File: src/rtl/delay_pkg.sv
// -----------------------------------------------------------------------------
// delay_pkg
// Shared constants and helpers for the delay receive path.
//   DEFAULT_SIG_DATA_WIDTH : default payload width in bits
//   DEFAULT_DEPTH          : default FIFO depth in entries
//   ptr_width()            : pointer width (address bits) for a given depth
// -----------------------------------------------------------------------------
package delay_pkg;

    localparam int DEFAULT_SIG_DATA_WIDTH = 16;
    localparam int DEFAULT_DEPTH          = 8;

    // Address bits needed to index 'depth' entries; never less than one bit.
    function automatic int ptr_width(input int depth);
        return (depth > 1) ? $clog2(depth) : 1;
    endfunction

endpackage : delay_pkg

File: src/rtl/delay_rx_fifo_mem.sv
// -----------------------------------------------------------------------------
// delay_rx_fifo_mem
// Simple dual-port register array: one synchronous write port, one
// asynchronous read port. Contents are not reset; validity is tracked by the
// controlling FIFO.
// Ports:
//   clk      : write clock
//   wr_en    : write strobe
//   wr_addr  : write address
//   wr_data  : write data
//   rd_addr  : read address
//   rd_data  : read data (combinational from rd_addr)
// -----------------------------------------------------------------------------
module delay_rx_fifo_mem
    import delay_pkg::*;
#(
    parameter int WIDTH = DEFAULT_SIG_DATA_WIDTH,
    parameter int DEPTH = DEFAULT_DEPTH
) (
    input  logic                        clk,
    input  logic                        wr_en,
    input  logic [ptr_width(DEPTH)-1:0] wr_addr,
    input  logic [WIDTH-1:0]            wr_data,
    input  logic [ptr_width(DEPTH)-1:0] rd_addr,
    output logic [WIDTH-1:0]            rd_data
);

    logic [WIDTH-1:0] mem_r [DEPTH];

    // Storage write; no reset so the array maps onto plain register/RAM cells.
    always_ff @(posedge clk) begin
        if (wr_en) begin
            mem_r[wr_addr] <= wr_data;
        end
    end

    assign rd_data = mem_r[rd_addr];

endmodule : delay_rx_fifo_mem

File: src/rtl/delay_rx_fifo.sv
// -----------------------------------------------------------------------------
// delay_rx_fifo
// Receive FIFO at the output of a fixed-delay pipeline. The source cannot be
// stalled: a word arriving when the FIFO is full and nothing is being popped
// is dropped and the sticky overflow flag is raised. A full-cycle push that
// coincides with a pop is accepted.
// Ports:
//   clk         : clock, rising edge
//   reset       : asynchronous active-low reset of control state
//   clear       : synchronous flush (pointers, count, overflow); beats push/pop
//   in_valid    : Data_In valid this cycle
//   Data_In     : incoming payload
//   out_valid   : Data_Out holds the head entry
//   out_ready   : consumer accepts the head entry
//   Data_Out    : head payload, zero when out_valid is low
//   almost_full : occupancy >= AFULL_LEVEL (advice to upstream control)
//   overflow    : sticky, a word has been dropped
//   level       : live occupancy, only with DELAY_RX_FIFO_COUNT_EN defined
// Build option: define DELAY_RX_FIFO_COUNT_EN to add the 'level' output.
// -----------------------------------------------------------------------------
module delay_rx_fifo
    import delay_pkg::*;
#(
    parameter int SIG_DATA_WIDTH = DEFAULT_SIG_DATA_WIDTH,
    parameter int DEPTH          = DEFAULT_DEPTH,
    parameter int AFULL_LEVEL    = 6
) (
    input  logic                      clk,
    input  logic                      reset,
    input  logic                      clear,
    input  logic                      in_valid,
    input  logic [SIG_DATA_WIDTH-1:0] Data_In,
    output logic                      out_valid,
    input  logic                      out_ready,
    output logic [SIG_DATA_WIDTH-1:0] Data_Out,
    output logic                      almost_full,
    output logic                      overflow
`ifdef DELAY_RX_FIFO_COUNT_EN
    ,
    output logic [ptr_width(DEPTH):0] level
`endif
);

    localparam int PTR_W = ptr_width(DEPTH);
    localparam int CNT_W = PTR_W + 1;

    localparam logic [CNT_W-1:0] FULL_CNT  = CNT_W'(DEPTH);
    localparam logic [CNT_W-1:0] AFULL_CNT = CNT_W'(AFULL_LEVEL);
    localparam logic [CNT_W-1:0] ZERO_CNT  = {CNT_W{1'b0}};
    localparam logic [PTR_W-1:0] ZERO_PTR  = {PTR_W{1'b0}};

    logic [PTR_W-1:0]          wr_ptr_r;
    logic [PTR_W-1:0]          rd_ptr_r;
    logic [CNT_W-1:0]          count_r;
    logic                      overflow_r;

    logic                      pop_s;
    logic                      push_s;
    logic                      drop_s;
    logic                      wr_en_s;
    logic [CNT_W-1:0]          count_nxt_s;
    logic [SIG_DATA_WIDTH-1:0] rd_data_s;

    // Handshake decode; a pop frees the slot a full-cycle push needs.
    always_comb begin
        pop_s   = 1'b0;
        push_s  = 1'b0;
        drop_s  = 1'b0;
        wr_en_s = 1'b0;
        if (count_r != ZERO_CNT) begin
            pop_s = out_ready;
        end else begin
            pop_s = 1'b0;
        end
        if (in_valid) begin
            push_s = (count_r != FULL_CNT) || pop_s;
            drop_s = (count_r == FULL_CNT) && !pop_s;
        end else begin
            push_s = 1'b0;
            drop_s = 1'b0;
        end
        // clear discards the incoming word as well as any pop
        if (clear) begin
            wr_en_s = 1'b0;
        end else begin
            wr_en_s = push_s;
        end
    end

    // Occupancy update: simultaneous push and pop leave it unchanged.
    always_comb begin
        count_nxt_s = count_r;
        case ({push_s, pop_s})
            2'b10:   count_nxt_s = count_r + CNT_W'(1);
            2'b01:   count_nxt_s = count_r - CNT_W'(1);
            default: count_nxt_s = count_r;
        endcase
    end

    // Control state: pointers, occupancy and sticky overflow.
    always_ff @(posedge clk or negedge reset) begin
        if (!reset) begin
            wr_ptr_r   <= ZERO_PTR;
            rd_ptr_r   <= ZERO_PTR;
            count_r    <= ZERO_CNT;
            overflow_r <= 1'b0;
        end else if (clear) begin
            wr_ptr_r   <= ZERO_PTR;
            rd_ptr_r   <= ZERO_PTR;
            count_r    <= ZERO_CNT;
            overflow_r <= 1'b0;
        end else begin
            if (push_s) begin
                wr_ptr_r <= wr_ptr_r + PTR_W'(1);
            end
            if (pop_s) begin
                rd_ptr_r <= rd_ptr_r + PTR_W'(1);
            end
            count_r <= count_nxt_s;
            if (drop_s) begin
                overflow_r <= 1'b1;
            end
        end
    end

    delay_rx_fifo_mem #(
        .WIDTH (SIG_DATA_WIDTH),
        .DEPTH (DEPTH)
    ) u_mem (
        .clk     (clk),
        .wr_en   (wr_en_s),
        .wr_addr (wr_ptr_r),
        .wr_data (Data_In),
        .rd_addr (rd_ptr_r),
        .rd_data (rd_data_s)
    );

    // All outputs depend only on registered state (and the stored array),
    // so there is no path from Data_In to Data_Out within a cycle.
    assign out_valid   = (count_r != ZERO_CNT);
    assign Data_Out    = out_valid ? rd_data_s : {SIG_DATA_WIDTH{1'b0}};
    assign almost_full = (count_r >= AFULL_CNT);
    assign overflow    = overflow_r;

`ifdef DELAY_RX_FIFO_COUNT_EN
    assign level = count_r;
`endif

endmodule : delay_rx_fifo

File: config.mk
export PLATFORM = sky130hd
export DESIGN_NAME = delay_rx_fifo
export DESIGN_NICKNAME = d
export VERILOG_FILES = /design/src/rtl/delay_pkg.sv /design/src/rtl/delay_rx_fifo_mem.sv /design/src/rtl/delay_rx_fifo.sv
export SDC_FILE = /design/constraint.sdc
export NUM_CORES = 1
export LEC_CHECK = 0
export ABC_AREA = 1
export CAP_MARGIN = 20
export CELL_PAD_IN_SITES_DETAIL_PLACEMENT = 1
export CELL_PAD_IN_SITES_GLOBAL_PLACEMENT = 2
export CORE_MARGIN = 4
export CORE_UTILIZATION = 34
export DETAILED_ROUTE_END_ITERATION = 7
export DONT_BUFFER_PORTS = 1
export PLACE_DENSITY_LB_ADDON = 0.1
export SETUP_SLACK_MARGIN = 0.5
export SLEW_MARGIN = 20
export SYNTH_ARGS = -nofsm -noshare
export SYNTH_HDL_FRONTEND = slang
export SYNTH_HIERARCHICAL = 1
export SYNTH_SLANG_ARGS = --single-unit
File: constraint.sdc
create_clock -name clk -period 2.7 [get_ports clk]
set_clock_uncertainty 0.1 [all_clocks]
set_input_delay 0.405 -clock clk [delete_from_list [all_inputs] [get_ports clk]]
set_output_delay 0.405 -clock clk [all_outputs]
set_load 0.03 [all_outputs]
==> results.cfg <==
[outcome]
outcome = complete, no violations

[timing]
max_freq_mhz = 415
fin_crit_ns = 2.41
setup_viol = 0
rsz0062_at_grt = yes
relSlewSlack_pct = 61.7
period_share_pct = 89.1
finalHoldViolCount = 0
tns_ns = 0
worstMarginPinSlew_ns = 0.572
slew_violations = 0

[placement]
gp_congestion = 0.737
placed_area_mm2 = 0.00699
dpl.hpwl_mm = 10.9
portBuffers = 0
place_inst = 941

[route]
wire_per_inst_um = 17.3
drc = 0
drtIter0Drc = 138
vias = 4581
antenna_left = 0
drt_wl_total_mm = 17.2
first_pass_iters = 4
vias_per_cell = 4.60

[synthesis]
syn_inst = 686
ys_ff_latch = 139
syn_nets = 712
syn_area_mm2 = 0.00651
yosysWarnings = 6
synth_area_per_cell_um2 = 9.49
ys_seq_area_share_pct = 63.3
synth_cell_types = 24

[pwr]
power_mw = 7.54
p_sw_mw = 2.74
vdd_drop_max_v = 0.000455
p_leak_nw = 3.68
pwr-share-seq_pct = 33.5
p_comb_share_pct = 36.1
clkPwrFrac_pct = 30.4
switching_share_pct = 36.4
p_int_mw = 4.79
power.density_mw_per_mm2 = 950

[global_route]
antenna_found_initial = 0
grt.total_usage_pct = 16.5
grt.overflow.total = 0
grt_pass1_wl_mm = 27.0
grt_max_degree = 41
first_global_vias = 5004

[setup_path]
worst-path-max-fanout = 10
cp_cell_sequence = inv_6, clkbuf_16, nand2_1, nand3_1, nand2_1, nand2_1, nand2_1, inv_1, nor2_1, buf_4
cp_data_arrival_time_ns = 1.90
slowest_stage = dfrtp_2
crit_path_end = Data_Out[11]
critPathMostFrequentCell = nand2_1
worst_setup_path_start_kind = register
r2r-start = count_r[0]
startpoint = rd_ptr_r[0]
r2r_cells = 7
worstPathRequired_ns = 2.19
r2r_slack_ns = 0.61
critical_path_class = reg -> out
rr_endpoint = u_mem/mem_r[5][0]
critPathMaxStageDelay_ns = 0.50
crit_path_end_kind = output pin

[clock_tree]
cts.clk_slew.worst_paths_ns = 0.06
htreeDepth = 4
cts.sinks = 139
cts_tree = done
numCtsBuffers = 17
cts-root-buf = clkbuf_16
clk_latency_ns = 0.42
clk_path_buf_depth = 2

[cells_and_area]
fin_nets = 774
final_cell_area_mm2 = 0.00793
diodes = 0
fill_cells = 2120
stdcell_count = 995
area_growth_pct = 21.9
drive_gt1_share_pct = 13.8

[floorplanning]
die_area_mm2 = 0.0214
rows = 50
die_w_um = 146
start_util_pct = 34.7
fp.dieH_um = 146
ios = 40
core_area_mm2 = 0.0188

[worst_hold_path]
hp-class = in -> reg

[run]
cap_viol_max_count = 0
flip-flops by register name, indices dropped and copies added, names as in the netlist:
| signal | cells |
|---|---|
| overflow | 1 |
| count_r | 4 |
| u_mem/mem_r | 128 |
| rd_ptr_r | 3 |
| wr_ptr_r | 3 |
what timing repair did:
action                                 4_1_cts  5_1_grt
gates cloned                                 0        2
resized for setup                           10       17
hold buffers                                18        0
endpoints found under the hold margin      142        0
setup buffers                                2        0
setup endpoints to repair                   40       32
metal layers:
metal | global-route usage [%] | vias up | routed length [um]
met4 | 4.84 | 0 | 253
met3 | 3.94 | 15 | 630
met2 | 29.4 | 71 | 8770
met5 | 0 | - | 0
met1 | 19.9 | 2257 | 7560
li1 | - | 2238 | -
cell families (layout without fill, tap and decap cells):
kind of cell | after synthesis | count (layout) | synth area share, %
adders and majority gates | 5 | 5 | 1.08
and+or+nand+nor | 343 | 343 | 22.4
DFF | 139 | 139 | 63.3
buffers and inverters | 186 | 261 | 12.0
AOI/OAI and AO/OA | 11 | 11 | 1.02
xor gates and xnor gates | 2 | 2 | 0.269
cell usage after synthesis:
| library cell | n | area share, % |
|---|---|---|
| inv_2 | 1 | 0.058 |
| xor2_1 | 2 | 0.27 |
| a21oi_4 | 1 | 0.25 |
| nand4_1 | 2 | 0.19 |
| nand2_4 | 2 | 0.35 |
| buf_6 | 7 | 1.2 |
| buf_2 | 13 | 1.0 |
| fa_1 | 1 | 0.31 |
| nand2_2 | 1 | 0.096 |
| nor2_8 | 1 | 0.31 |
| nand3_1 | 72 | 5.5 |
| dfrtp_1 | 11 | 4.2 |
| nor2_1 | 33 | 1.9 |
| inv_1 | 161 | 9.3 |
| o21ai_1 | 5 | 0.38 |
| nand2_1 | 227 | 13 |
| ha_1 | 4 | 0.77 |
| nand3_4 | 2 | 0.54 |
| edfxtp_1 | 128 | 59 |
| nand3_2 | 1 | 0.15 |
| o21ai_0 | 2 | 0.15 |
| a21oi_1 | 3 | 0.23 |
| buf_4 | 4 | 0.46 |
| nor2_2 | 2 | 0.19 |
through the flow:
step | util, % | hold slack (ns) | setup WS, ns
after floorplan | - | 0.00941 | 0.529
after global placement | 37.2 | 0.00974 | 0.497
after detailed placement | 37.2 | 0.00971 | 0.474
after CTS | 41.7 | 0.0345 | 0.298
after global routing | 42.3 | 0.0372 | 0.156
final | 42.3 | 0.0536 | 0.293
power by group through the flow:
stage	logic, mW	clock network (mW)	registers, mW
after floorplan	1.71	0	2.53
after global placement	2.39	0	2.57
after detailed placement	2.42	0	2.57
after CTS	2.57	2.37	2.51
after global routing	3.03	2.47	2.53
final	2.72	2.29	2.52
cell type report:
| class | instances | area, um^2 | area share, % |
|---|---|---|---|
| flip-flops and latches | 139 | 4120 | 52.0 |
| clock inverters | 7 | 50.0 | 0.631 |
| multi-input cells | 361 | 1670 | 21.0 |
| clock buffers | 25 | 551 | 6.94 |
| inverters | 162 | 613 | 7.73 |
| repair buffers | 67 | 639 | 8.06 |
| well taps | 234 | 293 | 3.69 |
worst min path at each step:
| stage | start | end | slack (ns) | depth (start not counted) |
|---|---|---|---|---|
| after global placement | reset | count_r[3] | 0.01 | 0 |
| after floorplan | reset | count_r[0] | 0.009 | 0 |
| final | clear | count_r[0] | 0.05 | 3 |
| after global routing | clear | count_r[0] | 0.04 | 3 |
| after detailed placement | reset | rd_ptr_r[2] | 0.01 | 0 |
| after CTS | clear | count_r[0] | 0.03 | 3 |
critical path: cells and delay by family (launching register included):
family / cells / cell delay (ns)
flops: 1 / 0.50
buf+inv: 4 / 0.49
simple gates: 6 / 0.50
placed cells by master (no fill, tap or decap), types with 4 or more instances in the layout:
master / Yosys / final
buf_4: 4 / 39
buf_6: 7 / 5
clkbuf_16: 0 / 23
dfrtp_1: 11 / 9
dlygate4sd3_1: 0 / 18
edfxtp_1: 128 / 128
ha_1: 4 / 4
inv_1: 161 / 160
nand2_1: 227 / 227
nand3_1: 72 / 72
nor2_1: 33 / 20
nor2_2: 2 / 12
o21ai_1: 5 / 5
Power figures use the tool's default switching activity.
